==> src/rtl/booth_mul_sched_if.sv <==
// Request, multiplier and response signals shared between the Booth multiplier
// scheduler (slave) and its surrounding stages (master).
interface booth_mul_sched_if;
  logic [1:0]  req_valid;
  logic [1:0]  req_ready;
  logic [22:0] req0_a;
  logic [22:0] req0_b;
  logic [22:0] req1_a;
  logic [22:0] req1_b;
  logic        req0_con;
  logic        req1_con;
  logic [22:0] mul_a;
  logic [22:0] mul_b;
  logic        mul_con;
  logic        mul_error;
  logic [63:0] mul_p;
  logic        flush;
  logic        rsp_valid;
  logic        rsp_ready;
  logic        rsp_id;
  logic        rsp_con;
  logic [63:0] rsp_p;
  logic        busy;

  modport master (
    output req_valid, req0_a, req0_b, req1_a, req1_b, req0_con, req1_con,
    output mul_p, flush, rsp_ready,
    input  req_ready, mul_a, mul_b, mul_con, mul_error,
    input  rsp_valid, rsp_id, rsp_con, rsp_p, busy
  );

  modport slave (
    input  req_valid, req0_a, req0_b, req1_a, req1_b, req0_con, req1_con,
    input  mul_p, flush, rsp_ready,
    output req_ready, mul_a, mul_b, mul_con, mul_error,
    output rsp_valid, rsp_id, rsp_con, rsp_p, busy
  );
endinterface

==> src/rtl/booth_mul_sched.sv <==
// Round-robin scheduler for the shared Booth/Wallace mantissa multiplier: tracks
// tags through the fixed multiplier latency and buffers products in a credit-checked FIFO.
module booth_mul_sched #(
  parameter int LAT   = 2,
  parameter int DEPTH = 4
) (
  input logic              clk,
  input logic              rst,
  booth_mul_sched_if.slave bus
);

  localparam int AW = (DEPTH > 1) ? $clog2(DEPTH) : 1;
  localparam int CW = $clog2(DEPTH + LAT + 1) + 1;

  function automatic logic [22:0] mask_op(input logic [22:0] op, input logic con);
    if (con) begin
      mask_op = op;
    end else begin
      mask_op = {13'd0, op[9:0]};
    end
  endfunction

  function automatic logic [63:0] mask_prod(input logic [63:0] p, input logic con);
    if (con) begin
      mask_prod = p;
    end else begin
      mask_prod = {44'd0, p[19:0]};
    end
  endfunction

  logic          rr_r;
  logic [22:0]   mul_a_r;
  logic [22:0]   mul_b_r;
  logic          mul_con_r;
  logic          mul_error_r;
  logic [LAT:1]  tag_v_r;
  logic [LAT:1]  tag_id_r;
  logic [LAT:1]  tag_con_r;
  logic [63:0]   fifo_p_r   [DEPTH];
  logic          fifo_id_r  [DEPTH];
  logic          fifo_con_r [DEPTH];
  logic [AW-1:0] wr_ptr_r;
  logic [AW-1:0] rd_ptr_r;
  logic [CW-1:0] fifo_cnt_r;

  logic [1:0]    grant_s;
  logic [1:0]    req_ready_s;
  logic [CW-1:0] inflight_s;
  logic          credit_s;
  logic          accept_s;
  logic          acc_id_s;
  logic [22:0]   sel_a_s;
  logic [22:0]   sel_b_s;
  logic          sel_con_s;
  logic          fifo_empty_s;
  logic          push_s;
  logic          pop_s;

  // Round-robin grant: rr names the requester favoured under contention.
  always_comb begin
    grant_s = 2'b00;
    if (bus.req_valid == 2'b11) begin
      grant_s = rr_r ? 2'b10 : 2'b01;
    end else begin
      grant_s = bus.req_valid;
    end
  end

  // Tags currently travelling through the multiplier pipeline.
  always_comb begin
    inflight_s = {CW{1'b0}};
    for (int i = 1; i <= LAT; i++) begin
      inflight_s = inflight_s + CW'(tag_v_r[i]);
    end
  end

  // Every accepted op already owns a FIFO slot, so a full FIFO can never be overrun.
  assign credit_s     = (fifo_cnt_r + inflight_s) < CW'(DEPTH);
  assign req_ready_s  = grant_s & {2{credit_s & ~bus.flush & rst}};
  assign accept_s     = |(bus.req_valid & req_ready_s);
  assign acc_id_s     = grant_s[1];
  assign sel_a_s      = acc_id_s ? bus.req1_a   : bus.req0_a;
  assign sel_b_s      = acc_id_s ? bus.req1_b   : bus.req0_b;
  assign sel_con_s    = acc_id_s ? bus.req1_con : bus.req0_con;

  assign fifo_empty_s = (fifo_cnt_r == {CW{1'b0}});
  assign push_s       = tag_v_r[LAT] & ~bus.flush;
  assign pop_s        = ~fifo_empty_s & bus.rsp_ready & ~bus.flush;

  // Operand/mode registers toward the multiplier, arbiter pointer and kill pulse.
  always_ff @(posedge clk or negedge rst) begin
    if (!rst) begin
      rr_r        <= 1'b0;
      mul_a_r     <= 23'd0;
      mul_b_r     <= 23'd0;
      mul_con_r   <= 1'b0;
      mul_error_r <= 1'b0;
    end else begin
      mul_error_r <= bus.flush;
      if (bus.flush) begin
        rr_r <= 1'b0;
      end else if (accept_s) begin
        rr_r      <= ~acc_id_s;
        mul_a_r   <= mask_op(sel_a_s, sel_con_s);
        mul_b_r   <= mask_op(sel_b_s, sel_con_s);
        mul_con_r <= sel_con_s;
      end
    end
  end

  // Tag shift register aligned with the multiplier latency.
  always_ff @(posedge clk or negedge rst) begin
    if (!rst) begin
      tag_v_r   <= {LAT{1'b0}};
      tag_id_r  <= {LAT{1'b0}};
      tag_con_r <= {LAT{1'b0}};
    end else if (bus.flush) begin
      tag_v_r <= {LAT{1'b0}};
    end else begin
      tag_v_r[1]   <= accept_s;
      tag_id_r[1]  <= acc_id_s;
      tag_con_r[1] <= sel_con_s;
      for (int i = 2; i <= LAT; i++) begin
        tag_v_r[i]   <= tag_v_r[i-1];
        tag_id_r[i]  <= tag_id_r[i-1];
        tag_con_r[i] <= tag_con_r[i-1];
      end
    end
  end

  // FIFO pointers and occupancy.
  always_ff @(posedge clk or negedge rst) begin
    if (!rst) begin
      wr_ptr_r   <= {AW{1'b0}};
      rd_ptr_r   <= {AW{1'b0}};
      fifo_cnt_r <= {CW{1'b0}};
    end else if (bus.flush) begin
      wr_ptr_r   <= {AW{1'b0}};
      rd_ptr_r   <= {AW{1'b0}};
      fifo_cnt_r <= {CW{1'b0}};
    end else begin
      if (push_s) begin
        wr_ptr_r <= wr_ptr_r + AW'(1);
      end
      if (pop_s) begin
        rd_ptr_r <= rd_ptr_r + AW'(1);
      end
      fifo_cnt_r <= fifo_cnt_r + CW'(push_s) - CW'(pop_s);
    end
  end

  // Result storage; stale entries are hidden by the empty check, so no reset is needed.
  always_ff @(posedge clk) begin
    if (push_s) begin
      fifo_p_r[wr_ptr_r]   <= mask_prod(bus.mul_p, tag_con_r[LAT]);
      fifo_id_r[wr_ptr_r]  <= tag_id_r[LAT];
      fifo_con_r[wr_ptr_r] <= tag_con_r[LAT];
    end
  end

  assign bus.req_ready = req_ready_s;
  assign bus.mul_a     = mul_a_r;
  assign bus.mul_b     = mul_b_r;
  assign bus.mul_con   = mul_con_r;
  assign bus.mul_error = mul_error_r;
  assign bus.rsp_valid = ~fifo_empty_s;
  assign bus.rsp_p     = fifo_empty_s ? 64'd0 : fifo_p_r[rd_ptr_r];
  assign bus.rsp_id    = fifo_empty_s ? 1'b0  : fifo_id_r[rd_ptr_r];
  assign bus.rsp_con   = fifo_empty_s ? 1'b0  : fifo_con_r[rd_ptr_r];
  assign bus.busy      = (|tag_v_r) | ~fifo_empty_s;

endmodule

==> src/flat_wrapper.sv <==
// flat-port wrapper written by rule: the top's interface ports become plain ports
module booth_mul_sched_flat 
#(
  parameter int LAT   = 2,
  parameter int DEPTH = 4
)
  (clk, rst, bus_req_valid, bus_req0_a, bus_req0_b, bus_req1_a, bus_req1_b, bus_req0_con, bus_req1_con, bus_mul_p, bus_flush, bus_rsp_ready, bus_req_ready, bus_mul_a, bus_mul_b, bus_mul_con, bus_mul_error, bus_rsp_valid, bus_rsp_id, bus_rsp_con, bus_rsp_p, bus_busy);
  booth_mul_sched_if bus_i ();
  input logic clk;
  input logic rst;
  input wire logic [$bits(bus_i.req_valid)-1:0] bus_req_valid;
  input wire logic [$bits(bus_i.req0_a)-1:0] bus_req0_a;
  input wire logic [$bits(bus_i.req0_b)-1:0] bus_req0_b;
  input wire logic [$bits(bus_i.req1_a)-1:0] bus_req1_a;
  input wire logic [$bits(bus_i.req1_b)-1:0] bus_req1_b;
  input wire logic [$bits(bus_i.req0_con)-1:0] bus_req0_con;
  input wire logic [$bits(bus_i.req1_con)-1:0] bus_req1_con;
  input wire logic [$bits(bus_i.mul_p)-1:0] bus_mul_p;
  input wire logic [$bits(bus_i.flush)-1:0] bus_flush;
  input wire logic [$bits(bus_i.rsp_ready)-1:0] bus_rsp_ready;
  output wire logic [$bits(bus_i.req_ready)-1:0] bus_req_ready;
  output wire logic [$bits(bus_i.mul_a)-1:0] bus_mul_a;
  output wire logic [$bits(bus_i.mul_b)-1:0] bus_mul_b;
  output wire logic [$bits(bus_i.mul_con)-1:0] bus_mul_con;
  output wire logic [$bits(bus_i.mul_error)-1:0] bus_mul_error;
  output wire logic [$bits(bus_i.rsp_valid)-1:0] bus_rsp_valid;
  output wire logic [$bits(bus_i.rsp_id)-1:0] bus_rsp_id;
  output wire logic [$bits(bus_i.rsp_con)-1:0] bus_rsp_con;
  output wire logic [$bits(bus_i.rsp_p)-1:0] bus_rsp_p;
  output wire logic [$bits(bus_i.busy)-1:0] bus_busy;
  assign bus_i.req_valid = bus_req_valid;
  assign bus_i.req0_a = bus_req0_a;
  assign bus_i.req0_b = bus_req0_b;
  assign bus_i.req1_a = bus_req1_a;
  assign bus_i.req1_b = bus_req1_b;
  assign bus_i.req0_con = bus_req0_con;
  assign bus_i.req1_con = bus_req1_con;
  assign bus_i.mul_p = bus_mul_p;
  assign bus_i.flush = bus_flush;
  assign bus_i.rsp_ready = bus_rsp_ready;
  assign bus_req_ready = bus_i.req_ready;
  assign bus_mul_a = bus_i.mul_a;
  assign bus_mul_b = bus_i.mul_b;
  assign bus_mul_con = bus_i.mul_con;
  assign bus_mul_error = bus_i.mul_error;
  assign bus_rsp_valid = bus_i.rsp_valid;
  assign bus_rsp_id = bus_i.rsp_id;
  assign bus_rsp_con = bus_i.rsp_con;
  assign bus_rsp_p = bus_i.rsp_p;
  assign bus_busy = bus_i.busy;
  booth_mul_sched #(.LAT(LAT), .DEPTH(DEPTH)) u_core (.clk(clk), .rst(rst), .bus(bus_i));
endmodule
==> config.mk <==
export PLATFORM = sky130hd
export DESIGN_NAME = booth_mul_sched_flat
export DESIGN_NICKNAME = d
export VERILOG_FILES = /design/src/rtl/booth_mul_sched_if.sv /design/src/rtl/booth_mul_sched.sv /design/src/flat_wrapper.sv
export SDC_FILE = /design/constraint.sdc
export NUM_CORES = 1
export LEC_CHECK = 0
export ABC_AREA = 0
export ABC_CLOCK_PERIOD_IN_PS = 3200
export CORE_ASPECT_RATIO = 1.4
export CORE_UTILIZATION = 51
export DETAILED_ROUTE_END_ITERATION = 8
export GPL_TIMING_DRIVEN = 0
export PLACE_DENSITY = 0.8
export RECOVER_POWER = 25
export SLEW_MARGIN = 10
export SYNTH_ARGS = -nofsm -noshare
export SYNTH_HDL_FRONTEND = slang
export SYNTH_SLANG_ARGS = --single-unit
==> constraint.sdc <==
create_clock -name clk -period 3.2 [get_ports clk]
set_input_delay 0.48 -clock clk [delete_from_list [all_inputs] [get_ports clk]]
set_output_delay 0.48 -clock clk [all_outputs]
set_load 0.02 [all_outputs]
==> results_dict.tcl <==
set metrics [dict create \
    grt_setup_unrepaired "false" \
    yosysTopAreaCell "sky130_fd_sc_hd__edfxtp_1" \
    critical_path.reg2reg.startpoint "u_core.fifo_cnt_r[2]$_DFF_PN0_" \
    detailroute.via_count 7724 \
    max_cap_viol_count 1 \
    ff_latch_area_um2 9510 \
    r2r_setup_slack_ns 0.35 \
    core_area_um2 26300 \
    worst_setup_path_end_kind "output pin" \
    critical_path_required_ns 2.72 \
    postRouteAntennaNets 0 \
    grt_start_max_net_pins 65 \
    multi_input_area_um2 3910 \
    slew_headroom_pct -15.0 \
    critical_path_arrival_ns 2.64 \
    mostFrequentLayoutCell "sky130_fd_sc_hd__edfxtp_1" \
    synthTopCellsByArea "sky130_fd_sc_hd__edfxtp_1 58%, sky130_fd_sc_hd__dfrtp_1 12%, sky130_fd_sc_hd__mux4_2 11%, sky130_fd_sc_hd__and2_1 5.2%, sky130_fd_sc_hd__mux2i_1 2.1%" \
    die_w_um 141 \
    drt-wirelength-per-cell_um 21.4 \
    synthesized_netlist_net_count 921 \
    total_power_w 0.0133 \
    pre_cts_ws_ns -0.303 \
    setup_violations 0 \
    grt_antenna_before_repair 1 \
    grt_util_all_layers_pct 22.6 \
    worstSetupStartpointType "flop" \
    dpl.cell_count 1354 \
    mostFrequentLayoutCells "264 x sky130_fd_sc_hd__edfxtp_1, 212 x sky130_fd_sc_hd__clkdlybuf4s50_1, 99 x sky130_fd_sc_hd__and2_1" \
    clk_root_buffer_cell "sky130_fd_sc_hd__clkbuf_16" \
    power.density_nw_per_um2 739 \
    worst_slack_ns 0.0769 \
    synth-warning-count 0 \
    power.ir.vdd_worst_uv 405 \
    nets 1241 \
    tightestPinTransition_ns 1.72 \
    hold_ws_ns 0.283 \
    h-tree-depth 1 \
    r2r_end "u_core.fifo_cnt_r[2]$_DFF_PN0_" \
    drc 0 \
    ff2ff_path_depth 12 \
    gp_congestion 0.795 \
    boundaryPins 282 \
    synth_top_area_share_pct 57.9 \
    detailedRoute.firstPassIterationCount 4 \
    routed_via_density 5.47 \
    drtIter0Drc 354 \
    netlist_instances 744 \
    fin_crit_ns 3.12 \
    vias_in_the_first_global_route 8517 \
    finish.utilization_pct 68.5 \
    floorplan.initialDensity_pct 52.1 \
    status "finished, violations left" \
    clkTransAtPathRegs_ns 0.07 \
    nFillCells 1784 \
    static-leakage-power_nw 6.55 \
    cts_made_buffers 29 \
    timing.final.hold_violations 0 \
    yosysSeqAreaShare_pct 69.4 \
    globalRoute.totalOverflow 0 \
    ws_path_type "flop to output pin" \
    clock_sinks 327 \
    grt_pass1_wl_um 47200 \
    area_growth_pct 31.4 \
    ratio_of_cells_with_drive_above_1_in_the_final_layout_pct 20.3 \
    timing.critical_path.fanout_max 10 \
    slew_viol_final 33 \
    hpwl_um 20700 \
    die_area_um2 27500 \
    io_buffer_count 281 \
    layout.cells.non_filler 1411 \
    ys_async_sr_fraction_pct 19.3 \
    ys_types 39 \
    clock_latency_ns 0.54 \
    synth_seq_cells 327 \
    clock_skew_ns 0.0138 \
    mean_post_synth_cell_area_um2 18.4 \
    post_synth_design_cell_area_um2 13700 \
    clock_tree_from_tritoncts "done" \
    fmaxAchievable_mhz 320 \
    die-height_um 196 \
    routed_wl_um 30200 \
    postSynth.topFlopCell "sky130_fd_sc_hd__edfxtp_1" \
    worst_hold_path_type "primary input to async pin" \
    failing_checks "max-capacitance violations, max-slew violations" \
    std_cell_rows 70 \
    cts-root-to-sink-buffers 3 \
    post-route-period-util_pct 97.6 \
    synth_edf_count 264 \
]
==> flip-flops by register name, indices dropped and copies added, names as in the netlist, 4 cells and up <==
name and flops:
u_core.fifo_p_r 256, u_core.bus.mul_a 23, u_core.bus.mul_b 23, u_core.fifo_cnt_r 4, u_core.fifo_con_r 4, u_core.fifo_id_r 4
==> final cells by class <==
| cell class | instances | area share [%] |
|---|---|---|
| sequential | 327 | 52.8 |
| multi-input combinational | 359 | 21.7 |
| timing repair buffer | 291 | 16.2 |
| clock buffer | 32 | 4.09 |
| tap | 324 | 2.25 |
| buffer | 43 | 1.52 |
| clock inverter | 21 | 1.05 |
| inverter | 13 | 0.313 |
| antenna | 1 | 0.0139 |
==> kinds of logic (layout without fill, tap and decap cells) <==
group	Yosys count	count (layout)	share of synthesized area, %
buffers and inverters	58	400	2.26
and+or+nand+nor	144	144	6.30
DFF	327	327	69.4
adders and majority gates	13	13	1.24
AOI/OAI and AO/OA	59	59	3.42
xor gates and xnor gates	5	5	0.320
muxes	138	138	17.1
other	0	1	0
==> metal layers <==
metal | vias up | global-route usage [%] | share of wire (%)
met5 | - | 0 | 0.043
met4 | 2 | 6.60 | 2.4
met3 | 47 | 4.88 | 6.4
met2 | 297 | 41.9 | 54
met1 | 3865 | 26.2 | 37
li1 | 3513 | - | -
==> per-stage QoR <==
step | setup TNS, ns | area, µm²
floorplan | 0 | 13700
global placement | -544.79 | 16900
detailed placement | -2.68 | 17000
CTS | 0 | 18000
global route | 0 | 18000
finish | 0 | 18000
==> repair_timing <==
item                                   CTS  global route
setup endpoints to repair               70            25
endpoints found under the hold margin   63             0
resized for setup                       65             7
gates cloned                             0             1
hold buffers                             1             0
setup buffers                            3             0
==> critical path, stage by stage, from the launching register on <==
cell and delay [ns]:
sky130_fd_sc_hd__dfrtp_1 0.40, sky130_fd_sc_hd__inv_1 0.11, sky130_fd_sc_hd__ha_1 0.20, sky130_fd_sc_hd__or3b_4 0.45
sky130_fd_sc_hd__clkbuf_2 0.21, sky130_fd_sc_hd__and2_1 0.20, sky130_fd_sc_hd__clkdlybuf4s50_1 0.54
==> how the worst max path moves through the flow <==
stage,to,slack (ns),from,cells after the start
after floorplan,u_core.fifo_con_r[0]$_DFFE_PP_,0.32,bus_flush,3
after global placement,bus_req_ready[1],-2.24,rst,6
after detailed placement,u_core.fifo_cnt_r[2]$_DFF_PN0_,-0.30,bus_flush,10
after CTS,bus_rsp_p[37],0.006,u_core.rd_ptr_r[1]$_DFFE_PN0P_,5
after global routing,bus_rsp_p[25],0.0006,u_core.rd_ptr_r[1]$_DFFE_PN0P_,5
final,bus_rsp_p[43],0.08,u_core.fifo_cnt_r[2]$_DFF_PN0_,6
==> cells in the mapped netlist (all sizes together) (3+ instances only) <==
cell type	count
inv	13
ha	12
mux2i	30
clkbuf	21
o31ai	27
nor2b	5
mux4	66
o21ai	28
buf	24
dfrtp	63
nand2	7
xnor2	3
edfxtp	264
mux2	42
and2	114
nor2	9
==> power breakdown <==
group	internal (W)	switching, W
clock	0.00191	0.00150
sequential	0.00493	0.000194
combinational	0.00237	0.00241
total	0.00920	0.00410
Note: power is estimated with default switching activity, not from simulation.
